==> src/rtl/clock_ratio_meter_pkg.sv <==
// Shared definitions for clock_ratio_meter: FSM state encoding and parameter defaults.
package clock_ratio_meter_pkg;

    localparam int DEF_CNT_W       = 32;
    localparam int DEF_TIMEOUT_CYC = 16777215;

    typedef enum logic [2:0] {
        S_IDLE      = 3'd0,
        S_ARM       = 3'd1,
        S_WAIT_RISE = 3'd2,
        S_HIGH      = 3'd3,
        S_LOW       = 3'd4
    } state_t;

endpackage

==> src/rtl/clock_ratio_meter_sync_edge_detect.sv <==
// Two-flop synchroniser for an asynchronous level, plus one-cycle rise/fall pulses
// taken from the synchronised value and its registered copy.
module sync_edge_detect (
    input  logic clk,
    input  logic rst,
    input  logic sig,
    output logic level,
    output logic rise,
    output logic fall
);

    logic meta, s, s_d;

    always_ff @(posedge clk) begin
        if (rst) begin
            meta <= 1'b0;
            s    <= 1'b0;
            s_d  <= 1'b0;
        end else begin
            meta <= sig;
            s    <= meta;
            s_d  <= s;
        end
    end

    assign level = s;
    assign rise  = s & ~s_d;
    assign fall  = ~s & s_d;

endmodule

==> src/rtl/clock_ratio_meter.sv <==
// Measures high-phase length and period of a slow asynchronous signal in i_clk cycles,
// one measurement per i_start, with a per-edge wait timeout.
module clock_ratio_meter
    import clock_ratio_meter_pkg::*;
#(
    parameter int CNT_W       = DEF_CNT_W,
    parameter int TIMEOUT_CYC = DEF_TIMEOUT_CYC
) (
    input  logic             i_clk,
    input  logic             rst,
    input  logic             i_sig,
    input  logic             i_start,
    output logic             o_busy,
    output logic             o_valid,
    output logic             o_timeout,
    output logic [CNT_W-1:0] o_high,
    output logic [CNT_W-1:0] o_period
);

    localparam logic [CNT_W-1:0] CNT_MAX  = '1;
    localparam logic [CNT_W-1:0] WAIT_LIM = CNT_W'(TIMEOUT_CYC);

    state_t             state_q, state_d;
    logic [CNT_W-1:0]   cnt_q, cnt_d;
    logic [CNT_W-1:0]   wait_q, wait_d;
    logic [CNT_W-1:0]   hi_len_q, hi_len_d;
    logic [CNT_W-1:0]   high_d, period_d;
    logic [CNT_W-1:0]   cnt_inc, wait_inc;
    logic               valid_d, timeout_d;
    logic               lvl, rise, fall;
    logic               time_up, abort;

    sync_edge_detect u_sync (
        .clk   (i_clk),
        .rst   (rst),
        .sig   (i_sig),
        .level (lvl),
        .rise  (rise),
        .fall  (fall)
    );

    // Saturating increments; the timeout always fires before the wait counter could saturate.
    assign cnt_inc  = (cnt_q  == CNT_MAX) ? cnt_q  : cnt_q  + CNT_W'(1);
    assign wait_inc = (wait_q == CNT_MAX) ? wait_q : wait_q + CNT_W'(1);
    assign time_up  = (wait_q >= WAIT_LIM);

    always_comb begin
        state_d   = state_q;
        cnt_d     = cnt_q;
        wait_d    = wait_inc;
        hi_len_d  = hi_len_q;
        high_d    = o_high;
        period_d  = o_period;
        valid_d   = 1'b0;
        timeout_d = 1'b0;
        abort     = 1'b0;
        case (state_q)
            S_IDLE: begin
                wait_d = '0;
                if (i_start) state_d = S_ARM;
            end
            S_ARM: begin
                // Never start on a high phase already in progress.
                if (!lvl) begin
                    state_d = S_WAIT_RISE;
                    wait_d  = '0;
                end else if (time_up) begin
                    abort = 1'b1;
                end
            end
            S_WAIT_RISE: begin
                if (rise) begin
                    state_d = S_HIGH;
                    cnt_d   = CNT_W'(1);
                    wait_d  = '0;
                end else if (time_up) begin
                    abort = 1'b1;
                end
            end
            S_HIGH: begin
                cnt_d = cnt_inc;
                if (fall) begin
                    hi_len_d = cnt_q;
                    state_d  = S_LOW;
                    wait_d   = '0;
                end else if (time_up) begin
                    abort = 1'b1;
                end
            end
            S_LOW: begin
                cnt_d = cnt_inc;
                if (rise) begin
                    period_d = cnt_q;
                    high_d   = hi_len_q;
                    valid_d  = 1'b1;
                    state_d  = S_IDLE;
                    wait_d   = '0;
                end else if (time_up) begin
                    abort = 1'b1;
                end
            end
            default: begin
                state_d = S_IDLE;
                wait_d  = '0;
            end
        endcase
        if (abort) begin
            state_d   = S_IDLE;
            timeout_d = 1'b1;
            wait_d    = '0;
        end
    end

    always_ff @(posedge i_clk) begin
        if (rst) begin
            state_q   <= S_IDLE;
            cnt_q     <= '0;
            wait_q    <= '0;
            hi_len_q  <= '0;
            o_high    <= '0;
            o_period  <= '0;
            o_valid   <= 1'b0;
            o_timeout <= 1'b0;
        end else begin
            state_q   <= state_d;
            cnt_q     <= cnt_d;
            wait_q    <= wait_d;
            hi_len_q  <= hi_len_d;
            o_high    <= high_d;
            o_period  <= period_d;
            o_valid   <= valid_d;
            o_timeout <= timeout_d;
        end
    end

    assign o_busy = (state_q != S_IDLE);

endmodule

==> config.mk <==
export PLATFORM = sky130hd
export DESIGN_NAME = clock_ratio_meter
export DESIGN_NICKNAME = d
export VERILOG_FILES = /design/src/rtl/clock_ratio_meter_pkg.sv /design/src/rtl/clock_ratio_meter_sync_edge_detect.sv /design/src/rtl/clock_ratio_meter.sv
export SDC_FILE = /design/constraint.sdc
export NUM_CORES = 1
export LEC_CHECK = 0
export CELL_PAD_IN_SITES_DETAIL_PLACEMENT = 1
export CELL_PAD_IN_SITES_GLOBAL_PLACEMENT = 2
export CORE_MARGIN = 2
export CORE_UTILIZATION = 30
export DETAILED_ROUTE_END_ITERATION = 8
export PLACE_DENSITY_LB_ADDON = 0.1
export SYNTH_ARGS = -nofsm -noshare
export SYNTH_HDL_FRONTEND = slang
export SYNTH_HIERARCHICAL = 1
export SYNTH_SLANG_ARGS = --single-unit
==> constraint.sdc <==
create_clock -name i_clk -period 1.9 [get_ports i_clk]
set_input_delay 0.38 -clock i_clk [delete_from_list [all_inputs] [get_ports i_clk]]
set_output_delay 0.38 -clock i_clk [all_outputs]
set_load 0.03 [all_outputs]
# [Word level (Yosys, flattened, before mapping)]
# Cells that the tools add are included.
[word_totals] out_inout_bits=67 register_bits=168 elab_cells=63 ram_bits=0 latchBits=0 n_memories=0 input_bits=4 mem_bits_ro=0
[op_classes] addsub=2 n_lt_le_gt_ge=1 bitwise_logic=5 multipliers=0 mux=21 n_reduce_logical=11 shifts=0 eq_ne=12 div_mod_pow=0
[ops] op="32-bit 2-to-1 mux" count=6
[ops] op="32-bit case mux with 3 select lines" count=1
[ops] op="32-bit by 1-bit adder with 32-bit output (second input constant)" count=2
[ops] op="32-bit == test (second input constant)" count=2
[ops] op="32-bit case mux with 2 select lines" count=1
[ops] op="32-bit by 24-bit greater-or-equal comparator with 1-bit output (second input constant)" count=1
[ops] op="3-bit 2-to-1 mux" count=5
[ops] op="3-bit case mux with 5 select lines" count=1
[ops] op="2-bit != test (second input constant)" count=6
[ops] op="2-bit OR reduction" count=4
[ops] op="3-bit by 2-bit == test with 1-bit output (second input constant)" count=2
[ops] op="1-bit 2-to-1 mux" count=6
[ops] op="5-bit AND reduction" count=1
[ops] op="2-bit AND reduction" count=2
[ops] op="3-bit by 1-bit == test with 1-bit output (second input constant)" count=1
[ops] op="3-bit == test (second input constant)" count=1
[ops] op="3-bit logical NOT" count=1
[ops] op="1-bit NOT" count=3
[ops] op="1-bit case mux with 3 select lines" count=1
[ops] op="3-bit AND reduction" count=1
[ops] op="3-bit nonzero test" count=1
[ops] op="1-bit bitwise AND" count=2
[ops] op="2-bit nonzero test" count=1

# [Depth between registers and ports, before layout]
# Gate-level depths: netlist of the first run.
[depth] ltp_word=5 depth_mapped=9 mapped_depth_nobuf=6

# [Cells and area by module]
# Netlist of the first run, hierarchy kept.
[modules_own_cells] module="clock_ratio_meter" instances=1 area_per_inst_um2=6668.9 cells_per_inst=822 seq_area_each_um2=3303.2
[modules_own_cells] module="sync_edge_detect" instances=1 area_per_inst_um2=91.3 cells_per_inst=8 seq_area_each_um2=60.1

# [Worst setup path after synthesis of the first run]
# No wires, ideal clock.
[synth_timing] kind="reg-to-reg" startpoint="reg u_sync.s (netlist: u_sync/level)" endpoint="reg cnt_q[29]" slack_ns=-0.108 path_stages_with_launch=8 required_ns=1.830 setup_ns=0.070 arrival_ns=1.938 n_path_buf=1 synth_period_minus_slack_ns=2.008 cell_sequence="dfxtp_1 nor2b_1 or2_2 a21o_1 o31ai_4 clkbuf_2 or4_1 a21oi_1"
[synth_between] elab_chain_cells=3
[synth_rtl] element="from (decl)" line_no="clock_ratio_meter_sync_edge_detect.sv:12" rtl="logic meta, s, s_d;"
[synth_rtl] element="from (signal assigned)" line_no="clock_ratio_meter_sync_edge_detect.sv:21" rtl="s <= meta;"
[synth_rtl] element="1-bit bitwise AND" line_no="clock_ratio_meter_sync_edge_detect.sv:27" rtl="assign rise = s & ~s_d;"
[synth_rtl] element="via rise" line_no="clock_ratio_meter.sv:30" rtl="logic lvl, rise, fall;"
[synth_rtl] element="2-bit != test (no source line)"
[synth_rtl] element="3-bit AND reduction (no source line)"
[synth_rtl] element="to (signal assigned)" line_no="clock_ratio_meter.sv:126" rtl="cnt_q <= cnt_d;"
[synth_rtl] element="to (decl)" line_no="clock_ratio_meter.sv:24" rtl="logic [CNT_W-1:0] cnt_q, cnt_d;"
# The timed path passes the listed nets, and every way through them passes these cells.
# A chain may end at the register's enable or synchronous reset.

# [Worst setup path in the final report of the first run]
[layout_timing] startpoint="reg state_q[0]" endpoint="reg cnt_q[0]"
[layout_between] elab_chain_cells=4 word_cells_on_any_way=9 classes_between="5 x eq/ne; 1 x mux; 3 x reduce/logical"
[layout_rtl] element="from (decl)" line_no="clock_ratio_meter.sv:23" rtl="state_t state_q, state_d;"
[layout_rtl] element="from (signal assigned)" line_no="clock_ratio_meter.sv:125" rtl="state_q <= state_d;"
[layout_rtl] element="3-bit == test or 3-bit by 2-bit == test with 1-bit output (tied branches)" line_no="clock_ratio_meter.sv:57" rtl="case (state_q)"
[layout_rtl] element="2-bit OR reduction (no source line)"
[layout_rtl] element="2-bit != test (no source line) or 2-bit nonzero test (tied branches)"
[layout_rtl] element="3-bit AND reduction (no source line)"
# Several ways; a longest one is shown, not always the timed one.

==> results.json, run 1 <==
{
  "outcome": "complete, but fails checks",
  "violations": "negative setup slack",
  "min_path_type": "in -> reg",
  "critPathRequiredTime_ns": 2.23,
  "rsz0062_at_grt": "yes",
  "cp.arrival_ns": 2.32,
  "final.setup.tns_ns": -1.042,
  "finClkSkew_ns": 0.01013,
  "hpwl_mm": 14.85,
  "path_clk_slew_ns": 0.07,
  "grt-ovfl-total": 0,
  "diodes": 0,
  "postRouteAntennaNets": 0,
  "worstMarginPinSlew_ns": 0.5892,
  "period_needed_ns": 1.983,
  "clk_latency_ns": 0.42,
  "clockBufferDepth": 2,
  "final_layout_size_suffix_gt1_frac": 0.2123,
  "grtUsageTotal": 0.1754,
  "clockRootBuffer": "clkbuf_16",
  "num_vias": 6345,
  "p_per_area_nw_per_um2": 774.6,
  "numCtsBuffers": 17,
  "async_flop_share": 0,
  "layout.nets": 987,
  "finalHoldViolations": 0,
  "finalCritPeriodShare": 1.043,
  "yosysSeqAreaShare": 0.4975,
  "worstSetupStartpointType": "flop",
  "cellLeakagePower_nw": 3.201,
  "power_mw": 7.289,
  "die_h_um": 154.1,
  "routed_wl_mm": 21.15,
  "whs_ns": 0.4363,
  "layout_common_cells": "nand2_1 (225), dfxtp_1 (158), a21oi_1 (123)",
  "drcViolationCount": 0,
  "clock_sinks": 168,
  "cp-end-kind": "flop",
  "gp_congestion": 0.8051,
  "grt_pass1_wl_mm": 33.69,
  "finalSetupViolCount": 18,
  "grt_max_degree": 65,
  "drtIter0Drc": 267,
  "avgViaCountPerCell": 4.980,
  "crit_type": "reg -> reg",
  "ios": 71,
  "relSlewSlack": 0.6072,
  "die_area_um2": 23750,
  "antenna_found_initial": 0,
  "drtPass1Iterations": 4,
  "mostFrequentLayoutCell": "nand2_1",
  "initial_core_util": 0.3079,
  "io_buffer_count": 70,
  "synthCells": 830,
  "critical_path.max_fanout": 7,
  "synth_edf_count": 0,
  "die_x_um": 154.1,
  "coreArea_um2": 21960,
  "avgSynthCellArea_um2": 8.145,
  "finalMaxSlewViolations": 0,
  "dpl_worst_slack_ns": -0.06445,
  "synthFlopType": "dfxtp_1",
  "tritoncts": "done",
  "num_rows": 54,
  "layout.filler_cells": 2549,
  "yosys_warnings": 6,
  "ir_worst_vdd_v": 0.0005531,
  "synth_cell_types": 56,
  "fmax_ghz": 0.5044,
  "ys_ff_latch": 168,
  "wl_per_cell_um": 16.60,
  "grt_pass1_vias": 6502,
  "area_growth_pct": 39.20,
  "syn_area_um2": 6760,
  "setup_slack_ns": -0.08259,
  "cts-htree-levels": 4,
  "max_cap_violations": 0
}
## timing repair
action	4_1_cts	5_1_grt
setup buffers	0	7
gates cloned	0	4
resized for setup	16	63
pin swaps	1	10
endpoints found under the setup margin	25	60
hold buffers	0	0
## sequential cells by signal, indices dropped and copies added (netlist names)
| register | count |
|---|---|
| cnt_q | 32 |
| hi_len_q | 32 |
| o_high | 32 |
| o_period | 32 |
| wait_q | 32 |
| state_q | 3 |
| o_timeout | 1 |
| o_valid | 1 |
| u_sync/level | 1 |
| u_sync/meta | 1 |
| u_sync/s_d | 1 |
## critical path, cell delays in order (launching register included)
cell,delay [ns]
dfxtp_4,0.36
or3b_4,0.43
a211o_4,0.37
o31ai_4,0.18
buf_6,0.18
buf_12,0.13
a21oi_2,0.04
a211oi_2,0.20
## final cells by class
| class | instances | area (um^2) | share of cell area |
|---|---|---|---|
| inverter | 7 | 26.28 | 0.002792 |
| multi-input combinational | 609 | 3426 | 0.3640 |
| sequential | 168 | 3378 | 0.3590 |
| clock inverter | 11 | 112.6 | 0.01197 |
| clock buffer | 21 | 470.5 | 0.04999 |
| timing repair buffer | 178 | 1647 | 0.1750 |
| tap | 280 | 350.3 | 0.03723 |
## path summary, 6_finish.rpt
kind	start	endpoint	slack [ns]	cells past startpoint
max	state_q[0]	cnt_q[0]	-0.08	7
min	rst	cnt_q[26]	0.44	5
max reg2reg	state_q[0]	cnt_q[0]	-0.08	7
min reg2reg	u_sync/meta	u_sync/level	0.45	1
## layer usage
metal	track usage	up-vias	wire, um
met4	0.05340	0	259
met5	0	-	0
met1	0.2412	3053	10720
met2	0.2840	88	9627
li1	-	3185	-
met3	0.02706	19	541
## metrics by stage
step	cell area, um^2	util	instances
final	9410	0.4285	1274
after detailed placement	8422	0.3835	1231
after global placement	8422	0.3835	1231
after floorplan	6828	-	837
after global routing	9410	0.4285	1274
after CTS	9036	0.4115	1263
## synthesized netlist by cell type, drive strengths merged, types with 3 or more instances
cell	count	area share
a211oi	8	0.0096
nor2	34	0.019
o211ai	3	0.0033
inv	7	0.0039
or2	3	0.0028
a21oi	129	0.096
o31ai	13	0.016
nand3	20	0.015
or3	18	0.017
xnor2	14	0.018
clkbuf	40	0.022
or4	15	0.017
nor4	10	0.011
nand4	25	0.024
dfxtp	168	0.50
a31oi	8	0.0096
mux2i	3	0.0044
nor3	11	0.0089
and3	3	0.0028
buf	13	0.012
o21ai	16	0.012
nor2b	5	0.0046
nand2	226	0.13
nor3b	4	0.0052
a31o	3	0.0039
and4	7	0.0091
## cells by family (layout without fill, tap and decap cells)
logic type,count (synthesis),count (layout),synth area share
fa+ha+maj,2,2,0.003701
flops,168,168,0.4975
simple gates,391,391,0.2730
xor+xnor,15,15,0.01943
mux,4,4,0.006108
compound gates,189,189,0.1612
buf+inv,60,217,0.03850
other cells,1,8,0.0005547
## power by group
part	leakage, nW	total [mW]	switching (mW)	internal, mW
clock network	0.273	3.45	1.52	1.93
logic	1.57	0.273	0.159	0.115
registers	1.36	3.56	0.0190	3.54
total	3.20	7.29	1.70	5.59
Power figures use the tool's default switching activity.
==> run 2, diff against run 1 <==
--- a/config.mk
+++ b/config.mk
@@ -10,6 +10,7 @@
 export CORE_MARGIN = 2
 export CORE_UTILIZATION = 30
 export DETAILED_ROUTE_END_ITERATION = 8
+export GPL_TIMING_DRIVEN = 0
 export PLACE_DENSITY_LB_ADDON = 0.1
 export SYNTH_ARGS = -nofsm -noshare
 export SYNTH_HDL_FRONTEND = slang
==> results.json, run 2 (synthesis gave the netlist of run 1 again) <==
{
  "outcome": "complete, but fails checks",
  "violations": "negative setup slack",
  "finalHoldViolations": 0,
  "cell_internal_pwr_mw": 5.768,
  "path_clk_slew_ns": 0.07,
  "grt_pass1_vias": 6614,
  "coreArea_um2": 21960,
  "cp-end-kind": "flop",
  "drtIter0Drc": 345,
  "rsz0062_at_grt": "yes",
  "routed_wl_mm": 22.57,
  "clockBufferDepth": 2,
  "io_buffer_count": 70,
  "cellLeakagePower_nw": 3.183,
  "initial_core_util": 0.3079,
  "period_needed_ns": 2.069,
  "worstSetupStartpointType": "flop",
  "fmax_ghz": 0.4834,
  "finalSetupViolCount": 50,
  "p_per_area_nw_per_um2": 787.4,
  "tritoncts": "done",
  "die_x_um": 154.1,
  "p_sw_mw": 1.704,
  "finClkSkew_ns": 0.008837,
  "setup_slack_ns": -0.1688,
  "power_frac_comb": 0.034,
  "drcViolationCount": 0,
  "cts-htree-levels": 4,
  "relSlewSlack": 0.6396,
  "clk_latency_ns": 0.43,
  "finish.utilization": 0.4321,
  "mostFrequentLayoutCell": "nand2_1",
  "max_cap_violations": 0,
  "num_vias": 6435,
  "final_area_um2": 9489,
  "layout_common_cells": "nand2_1 (222), dfxtp_1 (134), a21oi_1 (125)",
  "p_clk_frac": 0.492,
  "num_rows": 54,
  "avgViaCountPerCell": 5.123,
  "numCtsBuffers": 17,
  "worstMarginPinSlew_ns": 0.5390,
  "instances_no_fill": 1256,
  "switching_share": 0.2280,
  "grt_max_degree": 17,
  "seqPwrFrac": 0.474,
  "ios": 71,
  "hpwl_mm": 15.44,
  "place_area_um2": 7879,
  "critPathRequiredTime_ns": 2.25,
  "grtUsageTotal": 0.1898,
  "antenna_found_initial": 0,
  "cp.arrival_ns": 2.42,
  "die_area_um2": 23750,
  "grt-ovfl-total": 0,
  "grt_pass1_wl_mm": 35.79,
  "finalMaxSlewViolations": 0,
  "layout.nets": 969,
  "diodes": 0,
  "gp_congestion": 0.7911,
  "postRouteAntennaNets": 0,
  "wl_per_cell_um": 17.97,
  "critical_path.max_fanout": 9,
  "die_h_um": 154.1,
  "ir_worst_vdd_v": 0.0005375,
  "r2r_cells": 7,
  "area_growth_pct": 40.37,
  "final.setup.tns_ns": -4.272,
  "min_path_cells": 1,
  "crit_type": "reg -> reg",
  "dp_cells": 1187,
  "finalCritPeriodShare": 1.089,
  "clockRootBuffer": "clkbuf_16",
  "drtPass1Iterations": 4,
  "clock_sinks": 168,
  "min_path_type": "reg -> reg",
  "final_layout_size_suffix_gt1_frac": 0.2305
}
run 2: changes by cell type in the layout (fill, tap and decap cells not counted), sizes merged, moves of 2 or more:
cell | before | now
buf | 107 | 54
bufinv | 1 | 3
clkbuf | 23 | 56
clkdlybuf4s50 | 65 | 62
clkinv | 2 | 4
clkinvlp | 4 | 2
dlymetal6s2s | 3 | 6
run 2: path summary, 6_finish.rpt:
kind         slack [ns]            to        start
min                0.44  u_sync/level  u_sync/meta
max               -0.17      cnt_q[3]   state_q[1]
max reg2reg       -0.17      cnt_q[3]   state_q[1]
min reg2reg        0.44  u_sync/level  u_sync/meta
run 2: final cells by class:
cell class	instances	area (um^2)
well taps	280	350.3
flip-flops and latches	168	3461
clock inverters	13	167.7
plain buffers	43	279.0
repair buffers	117	1167
inverters	7	26.28
multi-input cells	609	3585
fillers	2531	12470
clock buffers	19	452.9
run 2: metrics by stage:
stage / setup slack (ns) / hold slack, ns / total power, mW
after floorplan: -0.01664 / 0.4138 / 3.768
final: -0.1688 / 0.4356 / 7.472
after CTS: -0.1495 / 0.4420 / 7.539
after global placement: -0.8750 / 0.4203 / 3.841
after detailed placement: -0.9482 / 0.4264 / 3.848
after global routing: -0.2411 / 0.4695 / 7.707
run 2: critical path, cell delays in order (launching register included):
cell	delay, ns
dfxtp_4	0.38
or3b_4	0.42
a211o_4	0.39
o31ai_4	0.22
buf_12	0.19
buf_8	0.13
o21ai_0	0.11
a21oi_1	0.15
run 2: what timing repair did:
action                                  4_1_cts  5_1_grt
setup buffers                                26       15
hold buffers                                  0        0
gates cloned                                  3        3
resized for setup                           116       98
pin swaps                                    23       23
endpoints found under the setup margin      156      139
run 2: metal layers:
metal | global-route usage | routed length, um | up-vias
met5 | 0 | 0 | -
met4 | 0.06587 | 423 | 0
met3 | 0.03410 | 768 | 25
met2 | 0.3113 | 10650 | 115
met1 | 0.2514 | 10720 | 3126
li1 | - | - | 3169
run 2: power groups by stage:
stage | Sequential, mW | Combinational (mW) | Clock, mW
floorplan | 3.63 | 0.136 | 0
global placement | 3.63 | 0.209 | 0
detailed placement | 3.63 | 0.215 | 0
CTS | 3.55 | 0.229 | 3.76
global route | 3.54 | 0.279 | 3.89
finish | 3.54 | 0.257 | 3.68
==> run 3, diff against run 2 <==
--- a/config.mk
+++ b/config.mk
@@ -7,7 +7,6 @@
 export LEC_CHECK = 0
 export CELL_PAD_IN_SITES_DETAIL_PLACEMENT = 1
 export CELL_PAD_IN_SITES_GLOBAL_PLACEMENT = 2
-export CORE_MARGIN = 2
 export CORE_UTILIZATION = 30
 export DETAILED_ROUTE_END_ITERATION = 8
 export GPL_TIMING_DRIVEN = 0
==> results.json, run 3 (synthesis gave the netlist of run 1 again) <==
{
  "min_from": "hi_len_q[5]",
  "die_h_um": 152.1,
  "wl_per_cell_um": 17.64,
  "ios": 71,
  "diodes": 0,
  "grtUsageTotal": 0.1945,
  "cts-htree-levels": 4,
  "clock_sinks": 168,
  "grt-ovfl-total": 0,
  "p_per_area_nw_per_um2": 790.2,
  "setup_slack_ns": -0.1836,
  "finish.utilization": 0.4399,
  "die_area_um2": 23140,
  "cellLeakagePower_nw": 3.263,
  "fmax_ghz": 0.4799,
  "worstMarginPinSlew_ns": 0.8675,
  "min_path_type": "reg -> reg",
  "period_needed_ns": 2.084,
  "hold_buffers": 0,
  "finalMaxSlewViolations": 0,
  "worstReg2RegEnd": "cnt_q[21]",
  "hpwl_mm": 15.25,
  "antenna_found_initial": 0,
  "r2r_cells": 7,
  "avgViaCountPerCell": 5.112,
  "die_x_um": 152.1,
  "finClkSkew_ns": 0.01139,
  "violations": "design-rule violations, negative setup slack",
  "clockBufferDepth": 2,
  "max_cap_violations": 0,
  "mostFrequentLayoutCell": "nand2_1",
  "cp-end-kind": "flop",
  "postRouteAntennaNets": 0,
  "tritoncts": "done",
  "grt_pass1_wl_mm": 35.77,
  "relSlewSlack": 0.4189,
  "layout.nets": 984,
  "area_growth_pct": 42.88,
  "final_layout_size_suffix_gt1_frac": 0.2432,
  "critical_path.max_fanout": 8,
  "power_mw": 7.632,
  "drtIter0Drc": 220,
  "initial_core_util": 0.3079,
  "ir_worst_vdd_v": 0.0005576,
  "worstHoldEndpoint": "o_high[5]",
  "gp_congestion": 0.7800,
  "finalCritPeriodShare": 1.097,
  "rsz0062_at_grt": "yes",
  "coreArea_um2": 21960,
  "numCtsBuffers": 17,
  "r2r_setup_slack_ns": -0.18,
  "grt_max_degree": 17,
  "crit_type": "reg -> reg",
  "drcViolationCount": 16,
  "critPathRequiredTime_ns": 2.25,
  "min_path_cells": 2,
  "finalHoldViolations": 0,
  "num_rows": 54,
  "finalSetupViolCount": 54,
  "layout_common_cells": "nand2_1 (224), dfxtp_1 (131), a21oi_1 (123)",
  "outcome": "complete, but fails checks",
  "clockRootBuffer": "clkbuf_16",
  "whs_ns": 0.4532,
  "io_buffer_count": 70,
  "cp.arrival_ns": 2.43,
  "drtPass1Iterations": 6,
  "num_vias": 6497,
  "worstSetupStartpointType": "flop",
  "grt_pass1_vias": 6609,
  "dpl_worst_slack_ns": -0.8559,
  "final.setup.tns_ns": -5.011,
  "path_clk_slew_ns": 0.07,
  "r2r_start": "state_q[0]",
  "clk_latency_ns": 0.43,
  "routed_wl_mm": 22.42
}
==> run 3: area by class of cell <==
class                           instances  area, um^2
Fill cell                            2520       12300
Multi-Input combinational cell        609        3637
Sequential cell                       168        3457
Timing Repair Buffer                  133        1289
Clock buffer                           19       442.9
Tap cell                              280       350.3
Buffer                                 42       262.8
Clock inverter                         13       193.9
Inverter                                7       26.28
==> run 3: repair_timing <==
item / CTS / global route
cloned: 6 / 0
resized for setup: 163 / 64
pin swaps: 58 / 29
buffers inserted: 36 / 21
setup endpoints to repair: 154 / 139
==> run 3: report_power, final <==
group | switching [mW] | total, mW | leakage (nW) | internal (mW)
Combinational | 0.174 | 0.290 | 1.57 | 0.116
Clock | 1.54 | 3.80 | 0.314 | 2.26
Sequential | 0.0230 | 3.54 | 1.38 | 3.52
Total | 1.74 | 7.63 | 3.26 | 5.89
==> run 3: worst max path at each step <==
stage / start / end / slack, ns / depth (start not counted)
final: state_q[0] / cnt_q[21] / -0.18 / 7
after global routing: state_q[1] / cnt_q[9] / -0.27 / 7
after CTS: state_q[2] / cnt_q[12] / -0.17 / 8
after detailed placement: rst / hi_len_q[20] / -0.86 / 5
after global placement: rst / hi_len_q[17] / -0.87 / 5
after floorplan: state_q[0] / cnt_q[29] / -0.02 / 7
==> run 3: per-stage QoR <==
step	area, um^2	cells
CTS	9328	1251
global placement	7879	1187
finish	9659	1271
detailed placement	7879	1187
global route	9659	1271
floorplan	6828	837
==> run 3: critical path, cell delays in order (launching register included) <==
cell and delay, ns:
dfxtp_4 0.37, nor3b_2 0.32, a21o_4 0.22, o31ai_4 0.11, buf_6 0.15, buf_4 0.13
or4_1 0.52, a21oi_1 0.17
==> run 3: metal layers <==
| metal | GRT usage | wire length (um) | up-vias |
|---|---|---|---|
| met4 | 0.06220 | 320 | 0 |
| met1 | 0.2600 | 10990 | 3181 |
| met5 | 0 | 0 | - |
| met2 | 0.3191 | 10490 | 102 |
| li1 | - | - | 3187 |
| met3 | 0.03223 | 610 | 27 |
